==> src/rtl/fft_bfly_pipe.sv <==
// fft_bfly_pipe: pipelined radix-2 DIT butterfly for the tuner FFT datapath.
//
// Computes y0 = A + W*B and y1 = A - W*B on signed Q1.(W-1) complex data, with an
// optional per-transaction divide-by-2. Four register stages (S1..S4), each with its own
// valid bit; bubbles collapse so up to four transactions are held under backpressure.
//
// Build option:
//   FFT_BFLY_SAT_EN - when defined, the final reduction to W bits saturates instead of
//                     wrapping. Latency and handshake are unchanged.
//
// Ports:
//   clk        clock, rising edge
//   reset      synchronous, active-high; discards everything in flight
//   in_valid   input transaction present
//   in_ready   block accepts the input this cycle
//   a_in       operand A, {re, im}
//   b_in       operand B, {re, im}
//   w_in       twiddle,   {re, im}
//   scale_in   1 = divide both outputs by 2
//   tag_in     sideband tag, passed through unchanged
//   out_valid  result present
//   out_ready  downstream accepts the result
//   y0_out     A + W*B, {re, im}
//   y1_out     A - W*B, {re, im}
//   tag_out    tag of the current result
module fft_bfly_pipe #(
    parameter int unsigned W     = 16,
    parameter int unsigned TAG_W = 8
) (
    input  logic             clk,
    input  logic             reset,
    input  logic             in_valid,
    output logic             in_ready,
    input  logic [2*W-1:0]   a_in,
    input  logic [2*W-1:0]   b_in,
    input  logic [2*W-1:0]   w_in,
    input  logic             scale_in,
    input  logic [TAG_W-1:0] tag_in,
    output logic             out_valid,
    input  logic             out_ready,
    output logic [2*W-1:0]   y0_out,
    output logic [2*W-1:0]   y1_out,
    output logic [TAG_W-1:0] tag_out
);

    // ------------------------------------------------------------------------------------
    // Flow control: a stage may load when it is empty or its content moves on this cycle.
    // ------------------------------------------------------------------------------------
    logic s1_valid_q, s2_valid_q, s3_valid_q, s4_valid_q;
    logic s1_ok, s2_ok, s3_ok, s4_ok;

    assign s4_ok = !s4_valid_q || out_ready;
    assign s3_ok = !s3_valid_q || s4_ok;
    assign s2_ok = !s2_valid_q || s3_ok;
    assign s1_ok = !s1_valid_q || s2_ok;

    assign in_ready  = s1_ok;
    assign out_valid = s4_valid_q;

    // ------------------------------------------------------------------------------------
    // S1: operand registers
    // ------------------------------------------------------------------------------------
    logic [2*W-1:0]   s1_a_q, s1_b_q, s1_w_q;
    logic             s1_scale_q;
    logic [TAG_W-1:0] s1_tag_q;

    always_ff @(posedge clk) begin
        if (reset) begin
            s1_valid_q <= 1'b0;
            s1_a_q     <= '0;
            s1_b_q     <= '0;
            s1_w_q     <= '0;
            s1_scale_q <= 1'b0;
            s1_tag_q   <= '0;
        end else if (s1_ok) begin
            s1_valid_q <= in_valid;
            if (in_valid) begin
                s1_a_q     <= a_in;
                s1_b_q     <= b_in;
                s1_w_q     <= w_in;
                s1_scale_q <= scale_in;
                s1_tag_q   <= tag_in;
            end
        end
    end

    // ------------------------------------------------------------------------------------
    // S2: four partial products. Operands are sign-extended to 2W so the product width
    // matches the result; the low 2W bits hold the exact signed product.
    // ------------------------------------------------------------------------------------
    logic signed [2*W-1:0] b_re_x, b_im_x, w_re_x, w_im_x;
    logic signed [2*W-1:0] rr_d, ii_d, ri_d, ir_d;

    assign b_re_x = {{W{s1_b_q[2*W-1]}}, s1_b_q[2*W-1:W]};
    assign b_im_x = {{W{s1_b_q[W-1]}},   s1_b_q[W-1:0]};
    assign w_re_x = {{W{s1_w_q[2*W-1]}}, s1_w_q[2*W-1:W]};
    assign w_im_x = {{W{s1_w_q[W-1]}},   s1_w_q[W-1:0]};

    assign rr_d = b_re_x * w_re_x;
    assign ii_d = b_im_x * w_im_x;
    assign ri_d = b_re_x * w_im_x;
    assign ir_d = b_im_x * w_re_x;

    logic [2*W-1:0]   s2_a_q;
    logic             s2_scale_q;
    logic [TAG_W-1:0] s2_tag_q;
    logic [2*W-1:0]   s2_rr_q, s2_ii_q, s2_ri_q, s2_ir_q;

    always_ff @(posedge clk) begin
        if (reset) begin
            s2_valid_q <= 1'b0;
            s2_a_q     <= '0;
            s2_scale_q <= 1'b0;
            s2_tag_q   <= '0;
            s2_rr_q    <= '0;
            s2_ii_q    <= '0;
            s2_ri_q    <= '0;
            s2_ir_q    <= '0;
        end else if (s2_ok) begin
            s2_valid_q <= s1_valid_q;
            if (s1_valid_q) begin
                s2_a_q     <= s1_a_q;
                s2_scale_q <= s1_scale_q;
                s2_tag_q   <= s1_tag_q;
                s2_rr_q    <= rr_d;
                s2_ii_q    <= ii_d;
                s2_ri_q    <= ri_d;
                s2_ir_q    <= ir_d;
            end
        end
    end

    // ------------------------------------------------------------------------------------
    // S3: complex product at 2W+1 bits, then T = P >>> (W-1) kept at W+1 bits. Taking
    // bits [2W-1:W-1] is exactly that shift (floor) followed by the W+1-bit truncation.
    // ------------------------------------------------------------------------------------
    logic [2*W:0] p_re, p_im;
    logic [W:0]   t_re_d, t_im_d;

    assign p_re = {s2_rr_q[2*W-1], s2_rr_q} - {s2_ii_q[2*W-1], s2_ii_q};
    assign p_im = {s2_ri_q[2*W-1], s2_ri_q} + {s2_ir_q[2*W-1], s2_ir_q};

    assign t_re_d = p_re[2*W-1:W-1];
    assign t_im_d = p_im[2*W-1:W-1];

    logic unused_p_bits;
    assign unused_p_bits = ^{p_re[2*W], p_re[W-2:0], p_im[2*W], p_im[W-2:0]};

    logic [2*W-1:0]   s3_a_q;
    logic             s3_scale_q;
    logic [TAG_W-1:0] s3_tag_q;
    logic [W:0]       s3_tre_q, s3_tim_q;

    always_ff @(posedge clk) begin
        if (reset) begin
            s3_valid_q <= 1'b0;
            s3_a_q     <= '0;
            s3_scale_q <= 1'b0;
            s3_tag_q   <= '0;
            s3_tre_q   <= '0;
            s3_tim_q   <= '0;
        end else if (s3_ok) begin
            s3_valid_q <= s2_valid_q;
            if (s2_valid_q) begin
                s3_a_q     <= s2_a_q;
                s3_scale_q <= s2_scale_q;
                s3_tag_q   <= s2_tag_q;
                s3_tre_q   <= t_re_d;
                s3_tim_q   <= t_im_d;
            end
        end
    end

    // ------------------------------------------------------------------------------------
    // S4: A +/- T at W+2 bits, optional floor-halving, reduction to W bits.
    // ------------------------------------------------------------------------------------
    logic [W+1:0] a_re_x, a_im_x, t_re_x, t_im_x;
    logic [W+1:0] s0_re, s0_im, s1_re, s1_im;
    logic [W+1:0] h0_re, h0_im, h1_re, h1_im;
    logic [W-1:0] y0_re_d, y0_im_d, y1_re_d, y1_im_d;

    assign a_re_x = {{2{s3_a_q[2*W-1]}}, s3_a_q[2*W-1:W]};
    assign a_im_x = {{2{s3_a_q[W-1]}},   s3_a_q[W-1:0]};
    assign t_re_x = {s3_tre_q[W], s3_tre_q};
    assign t_im_x = {s3_tim_q[W], s3_tim_q};

    assign s0_re = a_re_x + t_re_x;
    assign s0_im = a_im_x + t_im_x;
    assign s1_re = a_re_x - t_re_x;
    assign s1_im = a_im_x - t_im_x;

    // Arithmetic >>> 1 by replicating the sign bit.
    assign h0_re = s3_scale_q ? {s0_re[W+1], s0_re[W+1:1]} : s0_re;
    assign h0_im = s3_scale_q ? {s0_im[W+1], s0_im[W+1:1]} : s0_im;
    assign h1_re = s3_scale_q ? {s1_re[W+1], s1_re[W+1:1]} : s1_re;
    assign h1_im = s3_scale_q ? {s1_im[W+1], s1_im[W+1:1]} : s1_im;

`ifdef FFT_BFLY_SAT_EN
    // The value fits in W bits exactly when the top three bits agree.
    function automatic logic [W-1:0] sat_w(input logic [W+1:0] v);
        if (v[W+1:W-1] == 3'b000 || v[W+1:W-1] == 3'b111) begin
            return v[W-1:0];
        end else if (v[W+1]) begin
            return {1'b1, {(W-1){1'b0}}};
        end else begin
            return {1'b0, {(W-1){1'b1}}};
        end
    endfunction

    assign y0_re_d = sat_w(h0_re);
    assign y0_im_d = sat_w(h0_im);
    assign y1_re_d = sat_w(h1_re);
    assign y1_im_d = sat_w(h1_im);
`else
    assign y0_re_d = h0_re[W-1:0];
    assign y0_im_d = h0_im[W-1:0];
    assign y1_re_d = h1_re[W-1:0];
    assign y1_im_d = h1_im[W-1:0];

    logic unused_wrap_bits;
    assign unused_wrap_bits = ^{h0_re[W+1:W], h0_im[W+1:W], h1_re[W+1:W], h1_im[W+1:W]};
`endif

    logic [2*W-1:0]   y0_q, y1_q;
    logic [TAG_W-1:0] tag_q;

    always_ff @(posedge clk) begin
        if (reset) begin
            s4_valid_q <= 1'b0;
            y0_q       <= '0;
            y1_q       <= '0;
            tag_q      <= '0;
        end else if (s4_ok) begin
            s4_valid_q <= s3_valid_q;
            if (s3_valid_q) begin
                y0_q  <= {y0_re_d, y0_im_d};
                y1_q  <= {y1_re_d, y1_im_d};
                tag_q <= s3_tag_q;
            end
        end
    end

    assign y0_out  = y0_q;
    assign y1_out  = y1_q;
    assign tag_out = tag_q;

endmodule
==> config.mk <==
export PLATFORM = sky130hd
export DESIGN_NAME = fft_bfly_pipe
export DESIGN_NICKNAME = d
export VERILOG_FILES = /design/src/rtl/fft_bfly_pipe.sv
export SDC_FILE = /design/constraint.sdc
export NUM_CORES = 2
export LEC_CHECK = 0
export BUFFER_PORTS_ARGS = -buffer_cell sky130_fd_sc_hd__buf_2
export CORE_UTILIZATION = 30
export CTS_CLUSTER_DIAMETER = 80
export DETAILED_ROUTE_END_ITERATION = 7
export SLEW_MARGIN = 20
export SYNTH_ARGS = -nofsm -noshare
export SYNTH_HDL_FRONTEND = slang
export SYNTH_SLANG_ARGS = --single-unit
==> constraint.sdc <==
create_clock -name clk -period 6.3 [get_ports clk]
set_clock_uncertainty 0.15 [all_clocks]
set_input_delay 0.945 -clock clk [delete_from_list [all_inputs] [get_ports clk]]
set_output_delay 0.945 -clock clk [all_outputs]
set_load 0.05 [all_outputs]
==> out/qor.txt <==
DRC violations left = 0
Bufs on Longest Clock Path = 3
fin worst setup slack = -0.163 ns
placed insts = 9,912
critical-path cell list = buf_12 -> buf_12 -> and2_4 -> fa_1 -> inv_2 -> fa_1 -> fa_1 -> inv_1 -> fa_1 -> fa_1 -> inv_1 -> fa_1 -> inv_2 -> ha_4 -> a21o_1 -> a21o_1 -> a21oi_2 -> nor2_2 -> a2111oi_4 -> o21ai_4 -> a41oi_4 -> a21oi_2 -> or4_1 -> a31oi_1
gr usage total = 19.0%
Leakage = 35.0 nW
largest family of logic cells by synthesized area = adder cells
H-tree levels = 2
commonest non-fill, non-tap cells in the layout = inv_1 (1,192), nand2_1 (1,125), fa_1 (986), buf_4 (505), and2_1 (477)
first-pass GRT wire length = 294,000 um
vias = 48,600
ratio of cells with drive above 1 in the final layout = 18.7%
Detail Route Antenna Nets = 0
cts hold-fix bufs = 0
dpl ws = -0.631 ns
Layout area overhead = 23.4%
crit path max-delay cell type = fa_1
number of distinct library cells after synthesis = 79
Main synth FF type = dfxtp_1
Worst-Margin Slew = 1.05 ns
hpwl dp = 153,000 um
pin count of the biggest net entering global routing = 129
Worst R2R Setup Slack = -0.16 ns
Reg clk slew, reported paths = 0.06 ns
Worst setup EP type = flip-flop
Pre-antenna DRT Iters = 6
die height = 446 um
vias in the first global route = 50,500
syn_nets = 8,516
Clock Power Share = 28.2%
root buf cell = clkbuf_16
ranking of synthesized cells by area = fa_1 (36%), dfxtp_1 (14%), ha_1 (9.5%)
reg2reg start = s1_b_q[26]
required time of the worst setup path = 6.77 ns
register share of total power = 24.8%
data arrival time of the critical path = 6.93 ns
drt wl/cell = 19.0 um
Fin. Hold Viols = 0
cell mode on critical path = fa_1
initial antenna violation count = 14
async set or reset register ratio after synthesis = 0%
combinational share of power = 47.0%
post-route minimum period = 6.46 ns
syn avg cell area = 8.58 um^2
vias per cell = 4.79
Sink Count = 425
die extent in x = 446 um
# IOs = 183
CP Launch Type = flip-flop
r2r endpoint = s2_rr_q[30]
RSZ-0062 raised after global routing = true
status = finished with violations
max-slew violations = 0
Worst Hold Class = reg -> reg
Simple-Gate Fraction of Synth Area = 16.9%
CTS tree = yes
Final Net Count = 9,084
Yosys top cell by area = fa_1
failing checks = setup timing
commonest non-fill, non-tap cell in the layout = inv_1
fin crit share = 103%
Critical Path End = s2_rr_q[30]
internal power = 0.00723 W
sw frac = 40.2%
Slew HR = 29.9%
reg2reg path depth = 24
grt ovf = 0
Achievable Freq = 155 MHz
Core ar. = 0.196 mm^2
Sw Pwr = 0.00486 W
Seq/Total Area, Yosys = 14.4%
Cells after Synth = 6,903
Die ar. = 0.199 mm^2
CP max FO = 8
clk_lat worst skew = 0.70 ns
flops & latches, synth = 425
worst IR drop on VDD = 0.000229 V
DR iter-0 viols = 3,465
input/output buffers = 182
PwrDens = 165 mW/mm^2
Synth Warn # = 0
Worst path max stage delay = 0.55 ns
Post-synth EDFFs = 0
mapped cell area = 0.0592 mm^2
Rows = 162
final cell count without fillers = 10,100
top-area cell type share of the netlist area = 35.6%
multiplexer area fraction after synthesis = 0.393%
WL final = 192,000 um
cts bufs inserted = 55
Synth Area in Compound Gates = 9.92%
CP Class = reg -> reg
max-cap violation count = 0
Crit. Startpoint = s1_b_q[26]
adder-cell area share of the yosys netlist = 45.1%
routability cong. = 0.931
Initial Util = 30.3%
Final Setup Violations = 17
xor/xnor share of the synthesized area = 3.05%
layer usage:
layer | GRT usage, % | part of all wire (%) | vias to the layer above
met5 | 0 | 0.0068 | -
met3 | 2.67 | 6.5 | 300
li1 | - | - | 22400
met4 | 6.11 | 3.8 | 2
met1 | 25.9 | 44 | 24400
met2 | 30.8 | 45 | 1520
critical path, delay by kind of cell (launching register included):
| family | cells | cell delay, ns |
|---|---|---|
| AOI/OAI and AO/OA | 8 | 1.55 |
| buffers and inverters | 6 | 0.47 |
| adders and majority gates | 7 | 3.22 |
| and+or+nand+nor | 3 | 0.65 |
| DFF | 1 | 0.33 |
what timing repair did:
action,CTS,global route
pin swaps,145,236
endpoints found under the setup margin,46,59
setup buffers,54,77
gates resized for setup,266,357
cloned,6,6
worst min-delay path by stage:
stage / from / to / slack [ns] / depth (start not counted)
after floorplan: s2_ir_q[29] / s2_ir_q[29] / 0.27 / 2
after global placement: s2_tag_q[2] / s3_tag_q[2] / 0.29 / 2
after detailed placement: s2_ii_q[0] / s2_ii_q[0] / 0.29 / 2
after CTS: b_in[24] / s1_b_q[24] / 0.27 / 3
after global routing: s2_a_q[27] / s3_a_q[27] / 0.30 / 2
final: s2_a_q[27] / s3_a_q[27] / 0.27 / 2
synth_stat cells (9+ instances only):
library cell,n
inv_1,1250
nand2_1,1146
fa_1,1052
and2_1,507
a21oi_1,476
ha_1,452
dfxtp_1,425
clkbuf_1,355
nor2_1,257
xnor2_1,140
o21ai_0,93
a21o_1,70
xor2_1,66
a211oi_1,60
nor3_1,59
nand2b_1,46
nand3_1,40
o21a_1,30
a31oi_1,29
o21ai_1,26
or3_1,26
o211ai_1,25
o21bai_1,22
mux2i_1,21
nor2b_1,20
nand4_1,17
o31ai_1,15
and3_1,14
buf_1,11
a22o_1,9
logic make-up after synthesis:
family          Yosys count
fa+ha+maj              1504
xor+xnor                206
simple gates           2175
mux                      23
compound gates          952
flops                   425
buf+inv                1618
flip-flops by register name, indices dropped and copies added (netlist names), 8 cells and up:
name	count
s1_a_q	32
s1_b_q	32
s1_w_q	32
s2_a_q	32
s2_ii_q	32
s2_ir_q	32
s2_ri_q	32
s2_rr_q	32
s3_a_q	32
y0_out	32
y1_out	32
s3_tim_q	17
s3_tre_q	17
s1_tag_q	8
s2_tag_q	8
s3_tag_q	8
tag_out	8
cell type report:
cell class | instances | area [um^2]
antenna | 1 | 2.50
sequential | 425 | 8620
multi-input combinational | 4860 | 46600
timing repair buffer | 878 | 7900
tap | 2624 | 3280
clock buffer | 70 | 1540
inverter | 1251 | 4700
clock inverter | 28 | 408
fill | 19800 | 123000
metrics by stage:
step	TNS (ns)	hold slack, ns	util (%)	cell area (um^2)	total power (W)
finish	-1.26	0.272	37.4	73100	0.0121
global route	-6.35	0.300	37.4	73100	0.0128
CTS	-0.454	0.272	36.3	71000	0.0118
detailed placement	-8.46	0.291	34.5	67400	0.00807
global placement	-6.58	0.286	34.5	67400	0.00800
floorplan	0	0.274	-	59200	0.00595
power groups by stage:
| stage | clock network, W | logic [W] | registers (W) |
|---|---|---|---|
| after floorplan | 0 | 0.00296 | 0.00300 |
| after global placement | 0 | 0.00496 | 0.00304 |
| after detailed placement | 0 | 0.00503 | 0.00304 |
| after CTS | 0.00349 | 0.00529 | 0.00299 |
| after global routing | 0.00359 | 0.00620 | 0.00301 |
| final | 0.00341 | 0.00568 | 0.00300 |
(Power assumes the default switching activity.)
